## config.mk

```make
export PLATFORM = sky130hd
export DESIGN_NAME = serial_tx_ctrl_flat
export DESIGN_NICKNAME = d
export VERILOG_FILES = /design/src/rtl/serial_tx_ctrl_if.sv /design/src/rtl/serial_tx_ctrl.sv /design/src/flat_wrapper.sv
export SDC_FILE = /design/constraint.sdc
export NUM_CORES = 1
export LEC_CHECK = 0
export ABC_AREA = 1
export BUFFER_PORTS_ARGS = -buffer_cell sky130_fd_sc_hd__buf_2
export CAP_MARGIN = 20
export CORE_MARGIN = 4
export CORE_UTILIZATION = 56
export DETAILED_ROUTE_END_ITERATION = 12
export PLACE_DENSITY = 0.88
export SLEW_MARGIN = 20
export SYNTH_ARGS = -nofsm -noshare
export SYNTH_HDL_FRONTEND = slang
export SYNTH_SLANG_ARGS = --single-unit
```

## constraint.sdc

```tcl
create_clock -name clk -period 1.71 [get_ports clk]
set_input_delay 0.0855 -clock clk [delete_from_list [all_inputs] [get_ports clk]]
set_output_delay 0.0855 -clock clk [all_outputs]
set_load 0.01 [all_outputs]
```

## src/rtl/serial_tx_ctrl_if.sv

```systemverilog
// Parallel word handshake into the serial transmitter: source drives data/valid, transmitter drives ready.
// Valid/ready only; the source holds tx_data stable until the word is accepted.
interface serial_tx_ctrl_if #(
    parameter int DATA_BITS = 8
);
    logic [DATA_BITS-1:0] tx_data;
    logic                 tx_valid;
    logic                 tx_ready;

    modport master (
        output tx_data,
        output tx_valid,
        input  tx_ready
    );

    modport slave (
        input  tx_data,
        input  tx_valid,
        output tx_ready
    );
endinterface

```

## src/rtl/serial_tx_ctrl.sv

```systemverilog
// Serial framer: start bit, DATA_BITS LSB-first, optional even parity (SERIAL_TX_PARITY_EN), stop bit.
// Latency: start bit on serial_out the cycle after accept; every output is registered.
// Backpressure: tx_ready only in IDLE or the final stop cycle; the word is latched at accept.
module serial_tx_ctrl #(
    parameter int DATA_BITS  = 8,
    parameter int BIT_PERIOD = 10,
    parameter int CNT_BITS   = 4
) (
    input  logic            clk,
    input  logic            n_rst,
    serial_tx_ctrl_if.slave tx,
    output logic            serial_out,
    output logic            busy,
    output logic            frame_done
);

    localparam int IDX_W = (DATA_BITS > 1) ? $clog2(DATA_BITS) : 1;
    localparam logic [CNT_BITS-1:0] TMR_ONE  = CNT_BITS'(1);
    localparam logic [CNT_BITS-1:0] TMR_LAST = CNT_BITS'(BIT_PERIOD);
    localparam logic [IDX_W-1:0]    IDX_LAST = IDX_W'(DATA_BITS - 1);

`ifdef SERIAL_TX_PARITY_EN
    typedef enum logic [2:0] {
        ST_IDLE   = 3'd0,
        ST_START  = 3'd1,
        ST_DATA   = 3'd2,
        ST_PARITY = 3'd3,
        ST_STOP   = 3'd4
    } state_t;
`else
    typedef enum logic [1:0] {
        ST_IDLE  = 2'd0,
        ST_START = 2'd1,
        ST_DATA  = 2'd2,
        ST_STOP  = 2'd3
    } state_t;
`endif

    state_t                 state_q, state_d;
    logic [CNT_BITS-1:0]    tmr_q, tmr_d;
    logic [IDX_W-1:0]       idx_q, idx_d;
    logic [DATA_BITS-1:0]   shift_q, shift_d;
    logic                   serial_d;
    logic                   busy_d;
    logic                   done_d;
    logic                   ready_d;
    logic                   bit_end;
    logic                   accept;
`ifdef SERIAL_TX_PARITY_EN
    logic                   par_q, par_d;
`endif

    assign bit_end = (tmr_q == TMR_LAST);
    assign accept  = tx.tx_valid && tx.tx_ready;

    always_ff @(posedge clk or negedge n_rst) begin
        if (!n_rst) begin
            state_q    <= ST_IDLE;
            tmr_q      <= '0;
            idx_q      <= '0;
            shift_q    <= '0;
            serial_out <= 1'b1;
            busy       <= 1'b0;
            frame_done <= 1'b0;
            tx.tx_ready <= 1'b1;
`ifdef SERIAL_TX_PARITY_EN
            par_q      <= 1'b0;
`endif
        end else begin
            state_q    <= state_d;
            tmr_q      <= tmr_d;
            idx_q      <= idx_d;
            shift_q    <= shift_d;
            serial_out <= serial_d;
            busy       <= busy_d;
            frame_done <= done_d;
            tx.tx_ready <= ready_d;
`ifdef SERIAL_TX_PARITY_EN
            par_q      <= par_d;
`endif
        end
    end

    always_comb begin
        state_d = state_q;
        tmr_d   = tmr_q;
        idx_d   = idx_q;
        shift_d = shift_q;
`ifdef SERIAL_TX_PARITY_EN
        par_d   = par_q;
`endif

        if (state_q != ST_IDLE) begin
            tmr_d = bit_end ? TMR_ONE : tmr_q + 1'b1;
        end

        case (state_q)
            ST_IDLE: begin
                if (accept) begin
                    state_d = ST_START;
                    tmr_d   = TMR_ONE;
                end
            end
            ST_START: begin
                if (bit_end) begin
                    state_d = ST_DATA;
                    idx_d   = '0;
                end
            end
            ST_DATA: begin
                if (bit_end) begin
                    shift_d = shift_q >> 1;
                    if (idx_q == IDX_LAST) begin
`ifdef SERIAL_TX_PARITY_EN
                        state_d = ST_PARITY;
`else
                        state_d = ST_STOP;
`endif
                    end else begin
                        idx_d = idx_q + 1'b1;
                    end
                end
            end
`ifdef SERIAL_TX_PARITY_EN
            ST_PARITY: begin
                if (bit_end) begin
                    state_d = ST_STOP;
                end
            end
`endif
            ST_STOP: begin
                // A word accepted in the final stop cycle starts its frame with no idle gap.
                if (bit_end) begin
                    if (accept) begin
                        state_d = ST_START;
                    end else begin
                        state_d = ST_IDLE;
                        tmr_d   = '0;
                    end
                end
            end
            default: begin
                state_d = ST_IDLE;
                tmr_d   = '0;
            end
        endcase

        if (accept) begin
            shift_d = tx.tx_data;
`ifdef SERIAL_TX_PARITY_EN
            par_d   = ^tx.tx_data;
`endif
        end
    end

    // Outputs are decoded from the next state so each register matches the state it accompanies.
    always_comb begin
        serial_d = 1'b1;
        case (state_d)
            ST_START:  serial_d = 1'b0;
            ST_DATA:   serial_d = shift_d[0];
`ifdef SERIAL_TX_PARITY_EN
            ST_PARITY: serial_d = par_d;
`endif
            default:   serial_d = 1'b1;
        endcase
        busy_d  = (state_d != ST_IDLE);
        done_d  = (state_d == ST_STOP) && (tmr_d == TMR_LAST);
        ready_d = (state_d == ST_IDLE) || done_d;
    end

    a_done_line_high: assert property (@(posedge clk) disable iff (!n_rst)
        frame_done |-> (serial_out && tx.tx_ready && busy));

    a_ready_idle: assert property (@(posedge clk) disable iff (!n_rst)
        !busy |-> (tx.tx_ready && serial_out));

endmodule

```

## src/flat_wrapper.sv

```systemverilog
// flat-port wrapper written by rule: the top's interface ports become plain ports
module serial_tx_ctrl_flat 
#(
    parameter int DATA_BITS  = 8,
    parameter int BIT_PERIOD = 10,
    parameter int CNT_BITS   = 4
)
  (clk, n_rst, serial_out, busy, frame_done, tx_tx_data, tx_tx_valid, tx_tx_ready);
  serial_tx_ctrl_if #(.DATA_BITS(DATA_BITS)) tx_i ();
  input  logic clk;
  input  logic n_rst;
  output logic serial_out;
  output logic busy;
  output logic frame_done;
  input wire logic [$bits(tx_i.tx_data)-1:0] tx_tx_data;
  input wire logic [$bits(tx_i.tx_valid)-1:0] tx_tx_valid;
  output wire logic [$bits(tx_i.tx_ready)-1:0] tx_tx_ready;
  assign tx_i.tx_data = tx_tx_data;
  assign tx_i.tx_valid = tx_tx_valid;
  assign tx_tx_ready = tx_i.tx_ready;
  serial_tx_ctrl #(.DATA_BITS(DATA_BITS), .BIT_PERIOD(BIT_PERIOD), .CNT_BITS(CNT_BITS)) u_core (.clk(clk), .n_rst(n_rst), .tx(tx_i), .serial_out(serial_out), .busy(busy), .frame_done(frame_done));
endmodule
```

==> impl_metrics.csv, run 1 <==
group,metric,value,unit
die,std_cell_rows,16,
die,die_w,54.0,um
logic_synthesis,synth_area_leaders,"dfrtp_1 40%, nand2_1 13%, ha_1 8.4%",
detailed_routing,wirelength,2360,um
clock_network,cts_tree,"yes",
global_routing,grt_max_degree,22,
sta,slew_violations,0,
power,peakVddDrop,0.957,mV
hold_path,hold_class,"input pin to flip-flop",
clock_network,clock_latency,0.31,ns
finish,num-fill-cells,161,
sta,finalSetupTns,0,ns
clock_network,clock-sinks,21,
logic_synthesis,post_synth_fa_ha_maj_area_fraction,0.0843,
logic_synthesis,synth_nets,168,
clock_network,cts_buffer_depth,2,
detailed_routing,via_count,1004,
logic_synthesis,synth_compound_area_frac,0.136,
setup_path,worst-endpoint-arrival,1.85,ns
sta,hold_violations,0,
sta,rsz0062_at_grt,"yes",
global_routing,grt_pass1_wl,4040,um
setup_path,cp.required,1.97,ns
finish,fin_cells,197,
global_routing,grt_usage,0.193,
finish,drive_gt1_frac,0.224,
logic_synthesis,synth-edff-count,0,
finish,nets,190,
sta,layout_setup_ws,0.124,ns
detailed_routing,via_per_inst,5.10,
die,ios,15,
place,hpwl,1810,um
clock_network,cts_root_buf,"clkbuf_4",
die,start_util,0.599,
die,fp.dieArea,2920,um2
detailed_routing,drt_iter0_markers,21,
logic_synthesis,synth_top_flop_cell,"dfrtp_1",
logic_synthesis,avgSynthCellArea,7.97,um2
clock_network,cts-buffers-inserted,3,
die,core_area,1980,um2
status,status,"complete, no violations",
logic_synthesis,seq_area_frac_synth,0.445,
place,dp_slack,0.0815,ns
logic_synthesis,synth_xor_area_frac,0.00738,
logic_synthesis,ys_top_cells_by_count,"41 x nand2_1, 24 x inv_1, 19 x dfrtp_1",
logic_synthesis,synthCells,149,
global_routing,grt.overflow.total,0,
logic_synthesis,synth_mux_area_frac,0,
sta,slew_headroom,0.694,
setup_path,worstSetupPathType,"flip-flop to flip-flop",
logic_synthesis,yosys.cell_types.count,23,
logic_synthesis,yosys.area_share.simple,0.229,
setup_path,worst_setup_path_start_kind,"flip-flop",
finish,synthToLayoutAreaGrowth,15.6,%
sta,setup_violations,0,
die,die-height,54.0,um
place,placed_cells,189,
sta,fmax,631,MHz
logic_synthesis,yosysMostFrequentCell,"nand2_1",
global_routing,grt_pass1_vias,956,
finish,multi_input_area,566,um2
detailed_routing,drc,0,
global_routing,antenna_found_initial,0,
detailed_routing,avgRoutedWirePerCell,12.0,um
place,port_buffers,14,
setup_path,crit_fanout,4,
logic_synthesis,yosysWarnings,0,
logic_synthesis,yosys.area.top_type,"dfrtp_1",
logic_synthesis,netlist.area_leader.share,0.400,
clock_network,clkTransAtPathRegs,0.12,ns
sta,max_slew.worst_pin.slew,0.459,ns
finish,n_antenna_cell,0,
logic_synthesis,synth_top_family_by_area,"simple AND/OR/NAND/NOR gates",
detailed_routing,firstDrtPassIters,4,
logic_synthesis,syn_area,1190,um2
sta,fin_crit_sh,0.927,
power,cellLeakagePower,0.000744,uW
run,max_cap_viol_count,0,
finish,ff_latch_area,528,um2
logic_synthesis,ys_seq_elements,21,
setup_path,end_kind,"flip-flop",
sta,clock_skew,0.00613,ns
place,routabilityCongestion,0.868,
detailed_routing,drtAntennaViolNets,0,
clock_network,h-tree-depth,1,
power,power_density,1300,nW/um2
logic_synthesis,synth-async-reset-ratio,1.00,
sta,period_needed,1.59,ns
## critical path: stages, from the launching register on
cell     delay (ns)
dfrtp_1        0.42
inv_1          0.08
ha_1           0.19
nand2_1        0.10
nor2_4         0.15
nand2_1        0.07
nand2_1        0.07
nand2_1        0.07
nand3_2        0.09
nand2_2        0.07
inv_2          0.08
nand2_1        0.07
nand2_1        0.08
## cell type report
cell class,instances,area share
multi-input combinational,99,0.412
clock buffer,3,0.0164
tap,27,0.0246
clock inverter,1,0.00365
sequential,21,0.385
inverter,26,0.0711
timing repair buffer,20,0.0875
## flip-flops by register name, summed over array words and instances, names as in the netlist
register and flops:
u_core.shift_q 8, u_core.tmr_q 4, u_core.busy 1, u_core.idx_q 3, u_core.serial_out 1, u_core.frame_done 1, u_core.state_q 2, u_core.tx.tx_ready 1
## worst paths after layout
kind / end / cells past startpoint / slack, ns / from
hold reg to reg: u_core.idx_q[0] / 1 / 0.51 / u_core.idx_q[0]
max in group asynchronous: u_core.tx.tx_ready / 2 / 1.12 / n_rst
setup reg to reg: u_core.tx.tx_ready / 12 / 0.12 / u_core.tmr_q[0]
setup / recovery: u_core.tx.tx_ready / 12 / 0.12 / u_core.tmr_q[0]
hold / removal: u_core.shift_q[5] / 3 / 0.03 / tx_tx_data[5]
min in group asynchronous: u_core.shift_q[5] / 2 / 0.25 / n_rst
## timing repair
action / 4_1_cts / 5_1_grt
endpoints found under the hold margin: 20 / 0
hold buffers: 2 / 0
buffers inserted: 0 / 2
gates resized for setup: 0 / 6
setup endpoints to repair: 0 / 10
## metal layers
layer | up-vias | GRT usage | part of all wire
met5 | - | 0 | 0
met4 | 0 | 0.0664 | 0.012
met1 | 468 | 0.247 | 0.45
met2 | 18 | 0.327 | 0.51
li1 | 514 | - | -
met3 | 4 | 0.0332 | 0.034
## kinds of logic after synthesis
kind of cell,Yosys count
AOI/OAI and AO/OA,27
xor gates and xnor gates,1
DFF,21
buffers and inverters,29
adders and majority gates,8
and+or+nand+nor,63
## stage by stage
stage,total power [uW],hold WS (ns),utilization,area [um2]
final,1780,0.0272,0.693,1370
after global routing,1930,0.0261,0.693,1370
after CTS,1710,0.0282,0.673,1330
after detailed placement,1470,0.0601,0.649,1290
after global placement,1430,0.0531,0.649,1290
after floorplan,1280,-0.210,-,1190
## layout by cell type, fill, tap and decap left out
cell type      count
a21oi_1            4
a21oi_2            2
buf_2             14
buf_4              4
clkbuf_4           3
clkinv_2           1
dfrtp_1           19
dfstp_2            2
dlygate4sd3_1      2
ha_1               7
ha_4               1
inv_1             23
inv_2              3
nand2_1           40
nand2_2            4
nand3_1            5
nand3_2            2
nand3b_1           1
nor2_1             9
nor2_4             1
o211ai_1           7
o21ai_0           12
o21bai_1           1
o31ai_1            1
or2_2              1
xor2_1             1
## power by group
group	total, uW	switching [uW]	internal (uW)
combinational	794	493	301
clock	241	154	87.4
sequential	746	73.6	672
total	1780	720	1060
(Power assumes the default switching activity.)
==> inputs of run 2 (changes only) <==
--- a/config.mk
+++ b/config.mk
@@ -8,7 +8,6 @@
 export ABC_AREA = 1
 export BUFFER_PORTS_ARGS = -buffer_cell sky130_fd_sc_hd__buf_2
 export CAP_MARGIN = 20
-export CORE_MARGIN = 4
 export CORE_UTILIZATION = 56
 export DETAILED_ROUTE_END_ITERATION = 12
 export PLACE_DENSITY = 0.88
==> run 2 against run 1 <==
  * First-iteration DRC count down 4.8%
  * Clock power is 5% higher
  * Highest routed layer unchanged
  * Combinational power rose by 6.7%
  * Critical path depth shrank 2
  * Design area rose by 1.1%
  * Critical endpoint unchanged
  * Die area down 21%
==> impl_metrics.csv, run 2 (synthesis results as in run 1) <==
group,metric,value,unit
detailed_routing,drc,0,
clock_network,cts-buffers-inserted,3,
sta,slew_violations,0,
detailed_routing,drtAntennaViolNets,0,
place,port_buffers,14,
clock_network,cts_buffer_depth,2,
die,ios,15,
power,peakVddDrop,0.855,mV
finish,drive_gt1_frac,0.240,
sta,period_needed,1.62,ns
detailed_routing,dr_wl_met2,1420,um
clock_network,cts_root_buf,"clkbuf_4",
sta,setup_violations,0,
die,std_cell_rows,16,
place,dp_slack,0.0283,ns
clock_network,clock_latency,0.32,ns
detailed_routing,avgRoutedWirePerCell,13.2,um
finish,ff_latch_area,528,um2
finish,synthToLayoutAreaGrowth,16.9,%
sta,hold_violations,0,
sta,finalSetupTns,0,ns
status,status,"complete, no violations",
setup_path,end_kind,"flip-flop",
detailed_routing,via_per_inst,5.16,
detailed_routing,drt_iter0_markers,20,
sta,layout_setup_ws,0.0919,ns
sta,clock_skew,0.00588,ns
finish,fin_cells,198,
finish,final_common_cell,"nand2_1",
setup_path,worst-endpoint-arrival,1.89,ns
power,power_density,1330,nW/um2
clock_network,clkTransAtPathRegs,0.13,ns
global_routing,grt_usage,0.243,
finish,top_register,"u_core.shift_q",
die,die-height,48.0,um
sta,max_slew.worst_pin.slew,0.473,ns
finish,n_antenna_cell,0,
hold_path,hold-path-cell-count,3,
power,cellLeakagePower,0.000747,uW
global_routing,grt_max_degree,22,
setup_path,worst_setup_path_start_kind,"flip-flop",
global_routing,grt_pass1_vias,930,
die,start_util,0.599,
clock_network,clock-sinks,21,
detailed_routing,dr_wl_met3,114,um
finish,top_regs,"u_core.shift_q: 8 flops, u_core.tmr_q: 4 flops, u_core.idx_q: 3 flops",
finish,mostFrequentLayoutCells,"40 x nand2_1, 22 x inv_1, 19 x dfrtp_1, 14 x buf_2, 12 x o21ai_0",
finish,largest_reg_flops,8,
power,power.total,1840,uW
setup_path,worstSetupPathType,"flip-flop to flip-flop",
finish,num-fill-cells,164,
global_routing,grt_pass1_wl,3820,um
global_routing,grt.overflow.total,0,
detailed_routing,met1Wirelength,1030,um
detailed_routing,via_count,1021,
detailed_routing,wirelength,2610,um
global_routing,antenna_found_initial,0,
hold_path,hold_class,"input pin to flip-flop",
setup_path,reg2reg_depth,10,
detailed_routing,top_layer_used,"met4",
sta,whs,0.0221,ns
sta,fin_crit_sh,0.946,
die,die_w,48.0,um
setup_path,cp.required,1.98,ns
clock_network,h-tree-depth,1,
die,fp.dieArea,2310,um2
sta,slew_headroom,0.685,
finish,nets,191,
setup_path,crit_fanout,4,
place,hpwl,1900,um
place,placed_cells,189,
finish,multi_input_area,573,um2
clock_network,cts_tree,"yes",
place,routabilityCongestion,0.843,
detailed_routing,firstDrtPassIters,4,
die,core_area,1980,um2
run,max_cap_viol_count,0,
sta,fmax,618,MHz
run 2: layout make-up:
class	count	area share
Clock buffer	3	0.0162
Clock inverter	1	0.00361
Inverter	26	0.0703
Multi-Input combinational cell	99	0.413
Sequential cell	21	0.381
Tap cell	27	0.0243
Timing Repair Buffer	21	0.0920
run 2: through the flow:
stage / util / area (um2)
after global routing: 0.700 / 1390
after detailed placement: 0.649 / 1290
after CTS: 0.673 / 1330
after global placement: 0.649 / 1290
after floorplan: - / 1190
final: 0.700 / 1390
run 2: layer usage:
layer | up-vias | GRT usage
li1 | 513 | -
met1 | 477 | 0.283
met2 | 26 | 0.451
met3 | 5 | 0.0415
met4 | 0 | 0.0722
met5 | - | 0
run 2: where the power goes:
part           internal [uW]  switching (uW)  total [uW]
logic                    322             524         847
clock network           87.7             166         254
registers                672            70.7         742
total                   1080             761        1840
run 2: what timing repair did:
action	in CTS	in global routing
buffers inserted	0	3
hold endpoints to repair	20	0
resized for setup	0	9
hold buffers	2	0
setup endpoints to repair	0	12
run 2: final timing paths:
path | to | slack (ns) | start
min reg2reg | u_core.idx_q[0] | 0.51 | u_core.idx_q[0]
min | u_core.shift_q[1] | 0.02 | tx_tx_data[1]
max in group asynchronous | u_core.serial_out | 1.13 | n_rst
max reg2reg | u_core.tx.tx_ready | 0.09 | u_core.state_q[0]
max | u_core.tx.tx_ready | 0.09 | u_core.state_q[0]
min in group asynchronous | u_core.shift_q[1] | 0.23 | n_rst
run 2: critical path: stages, from the launching register on:
cell and delay [ns]:
dfrtp_1 0.41, inv_1 0.16, ha_1 0.25, nor2_1 0.10
nor2_1 0.09, nand2_1 0.07, nand2_1 0.08, nand3_2 0.08
a21oi_2 0.17, nand2_1 0.09, nand2_1 0.07
==> inputs of run 3 (changes only) <==
==> constraint.sdc (replaced) <==
create_clock -name clk -period 1.5 [get_ports clk]
set_input_delay 0.075 -clock clk [delete_from_list [all_inputs] [get_ports clk]]
set_output_delay 0.075 -clock clk [all_outputs]
set_load 0.01 [all_outputs]
==> run 3 against run 2 <==
  * The flow now finishes with violations (setup timing)
  * Die area did not move
  * Critical path depth unchanged
  * Combinational power increased by 42%
  * Maximum frequency grew 6.5%
  * Sequential share of layout area down 4.8 points
  * Wire length is 6.6% higher
  * Final cell count rose by 5.6%
  * First-iteration DRC count is 130% higher
  * Flip-flop and latch count did not move
  * Design area rose by 15%
  * Critical path type unchanged
==> impl_metrics.csv, run 3 (synthesis results as in run 1) <==
group,metric,value,unit
status,status,"complete, but fails checks",
status,violations,"setup timing",
global_routing,antenna_found_initial,0,
die,start_util,0.599,
finish,nets,202,
hold_path,hold-path-cell-count,3,
global_routing,grt_max_degree,22,
finish,fin_cells,209,
detailed_routing,drt_iter0_markers,46,
die,fp.dieArea,2310,um2
place,placed_cells,197,
sta,clock_skew,0.00542,ns
clock_network,clock-sinks,21,
setup_path,max_stage_delay,0.42,ns
run,max_cap_viol_count,0,
clock_network,clock_latency,0.32,ns
clock_network,cts_root_buf,"clkbuf_4",
hold_path,worstHoldStart,"tx_tx_data[5]",
global_routing,grt.overflow.total,0,
clock_network,h-tree-depth,1,
sta,rsz0062_at_grt,"yes",
place,port_buffers,14,
finish,multi_input_area,698,um2
setup_path,end_kind,"flip-flop",
setup_path,crit_fanout,5,
sta,slew_violations,0,
finish,top_register,"u_core.shift_q",
setup_path,worstSetupPathType,"flip-flop to flip-flop",
finish,synthToLayoutAreaGrowth,34.0,%
setup_path,cp.required,1.77,ns
sta,hold_violations,0,
global_routing,grt_usage,0.244,
power,swShare,0.414,
setup_path,cp_slowest_cell,"dfrtp_1",
setup_path,critPathBufInv,2,
detailed_routing,via_per_inst,5.15,
place,hpwl,1840,um
die,die-height,48.0,um
setup_path,cp_cell_sequence,"inv_2, ha_4, nand3_4, nand2_1, nand2_1, a21oi_2, inv_1, nand2_1, nand2_1, nand2_1",
power,clkPwrFrac,0.121,
detailed_routing,firstDrtPassIters,4,
detailed_routing,wirelength,2780,um
finish,largest_reg_flops,8,
setup_path,worst_setup_path_start_kind,"flip-flop",
setup_path,rr_startpoint,"u_core.tmr_q[0]",
finish,ff_latch_area,529,um2
detailed_routing,drtAntennaViolNets,0,
setup_path,reg2reg_to,"u_core.serial_out",
power,combPwrFrac,0.515,
power,power_density,1460,nW/um2
sta,slew_headroom,0.686,
sta,finalSetupTns,-0.0614,ns
hold_path,hold_end,"u_core.shift_q[5]",
sta,layout_setup_ws,-0.0196,ns
power,power.total,2320,uW
power,pwr-share-seq,0.365,
die,die_w,48.0,um
clock_network,cts_buffer_depth,2,
finish,drive_gt1_frac,0.379,
finish,fin_util,0.803,
clock_network,cts_tree,"yes",
clock_network,cts-buffers-inserted,3,
power,intPower,1360,uW
place,routabilityCongestion,0.844,
setup_path,reg2reg_slack,-0.02,ns
detailed_routing,drc,0,
finish,num-fill-cells,114,
sta,period_needed,1.52,ns
power,cellLeakagePower,0.000820,uW
sta,setup_violations,5,
die,std_cell_rows,16,
detailed_routing,via_count,1076,
die,ios,15,
finish,mostFrequentLayoutCells,"36 x nand2_1, 20 x inv_1, 18 x dfrtp_1, 15 x buf_4, 14 x buf_2",
sta,max_slew.worst_pin.slew,0.471,ns
detailed_routing,avgRoutedWirePerCell,13.3,um
finish,n_antenna_cell,0,
hold_path,hold_class,"input pin to flip-flop",
setup_path,crit_family,"simple AND/OR/NAND/NOR gates",
power,peakVddDrop,1.15,mV
power,power_switching,961,uW
sta,fin_crit_sh,1.01,
global_routing,grt_pass1_wl,3820,um
global_routing,grt_pass1_vias,922,
sta,fmax,658,MHz
finish,top_regs,"u_core.shift_q: 8 flops, u_core.tmr_q: 4 flops, u_core.idx_q: 3 flops",
place,dp_slack,-0.158,ns
setup_path,reg2reg_depth,10,
setup_path,cpMostUsedCell,"nand2_1",
finish,final_common_cell,"nand2_1",
clock_network,clkTransAtPathRegs,0.12,ns
setup_path,worst-endpoint-arrival,1.79,ns
die,core_area,1980,um2
-- run 3: routing by layer --
layer,track usage,vias up,wire length [um]
met5,0,-,0
met4,0.100,0,54
met3,0.0377,7,119
met2,0.414,36,1360
met1,0.308,496,1250
li1,-,537,-
-- run 3: worst reg2reg max path, delay by kind of cell, from the launching register on --
| family | cells | cell delay, ns |
|---|---|---|
| DFF | 1 | 0.42 |
| AOI/OAI and AO/OA | 1 | 0.22 |
| adders and majority gates | 1 | 0.17 |
| and+or+nand+nor | 6 | 0.50 |
| buffers and inverters | 2 | 0.18 |
-- run 3: worst max-delay path by stage --
stage / start / to / slack [ns] / cells past startpoint
floorplan: u_core.state_q[0] / u_core.tx.tx_ready / 0.03 / 10
detailed placement: u_core.state_q[1] / u_core.tx.tx_ready / -0.16 / 8
CTS: u_core.state_q[0] / u_core.tx.tx_ready / -0.002 / 10
global route: u_core.tmr_q[0] / u_core.serial_out / -0.12 / 10
finish: u_core.tmr_q[0] / u_core.serial_out / -0.02 / 10
global placement: u_core.state_q[1] / u_core.frame_done / -0.1 / 10
-- run 3: per-stage QoR --
| stage | hold slack [ns] | instance area [um2] |
|---|---|---|
| CTS | 0.0105 | 1470 |
| global route | 0.0234 | 1590 |
| global placement | 0.0452 | 1350 |
| finish | 0.0159 | 1590 |
| floorplan | -0.221 | 1190 |
| detailed placement | 0.0580 | 1350 |
-- run 3: final cells by class --
class | count | share of cell area
Clock buffer | 3 | 0.0142
Timing Repair Buffer | 31 | 0.127
Tap cell | 27 | 0.0212
Clock inverter | 1 | 0.00314
Inverter | 26 | 0.0629
Multi-Input combinational cell | 100 | 0.439
Sequential cell | 21 | 0.333
-- run 3: timing repair --
| item | in CTS | in global routing |
|---|---|---|
| hold endpoints to repair | 20 | 0 |
| setup buffers | 0 | 5 |
| resized for setup | 18 | 18 |
| hold buffers | 2 | 0 |
| setup endpoints to repair | 10 | 12 |
| pin swaps | 1 | 11 |
| cloned | 0 | 1 |
-- run 3: power by group through the flow --
stage	clock network, uW	registers, uW	logic [uW]
floorplan	0	869	599
global placement	0	840	885
detailed placement	0	844	941
CTS	288	839	1040
global route	314	868	1330
finish	281	848	1200
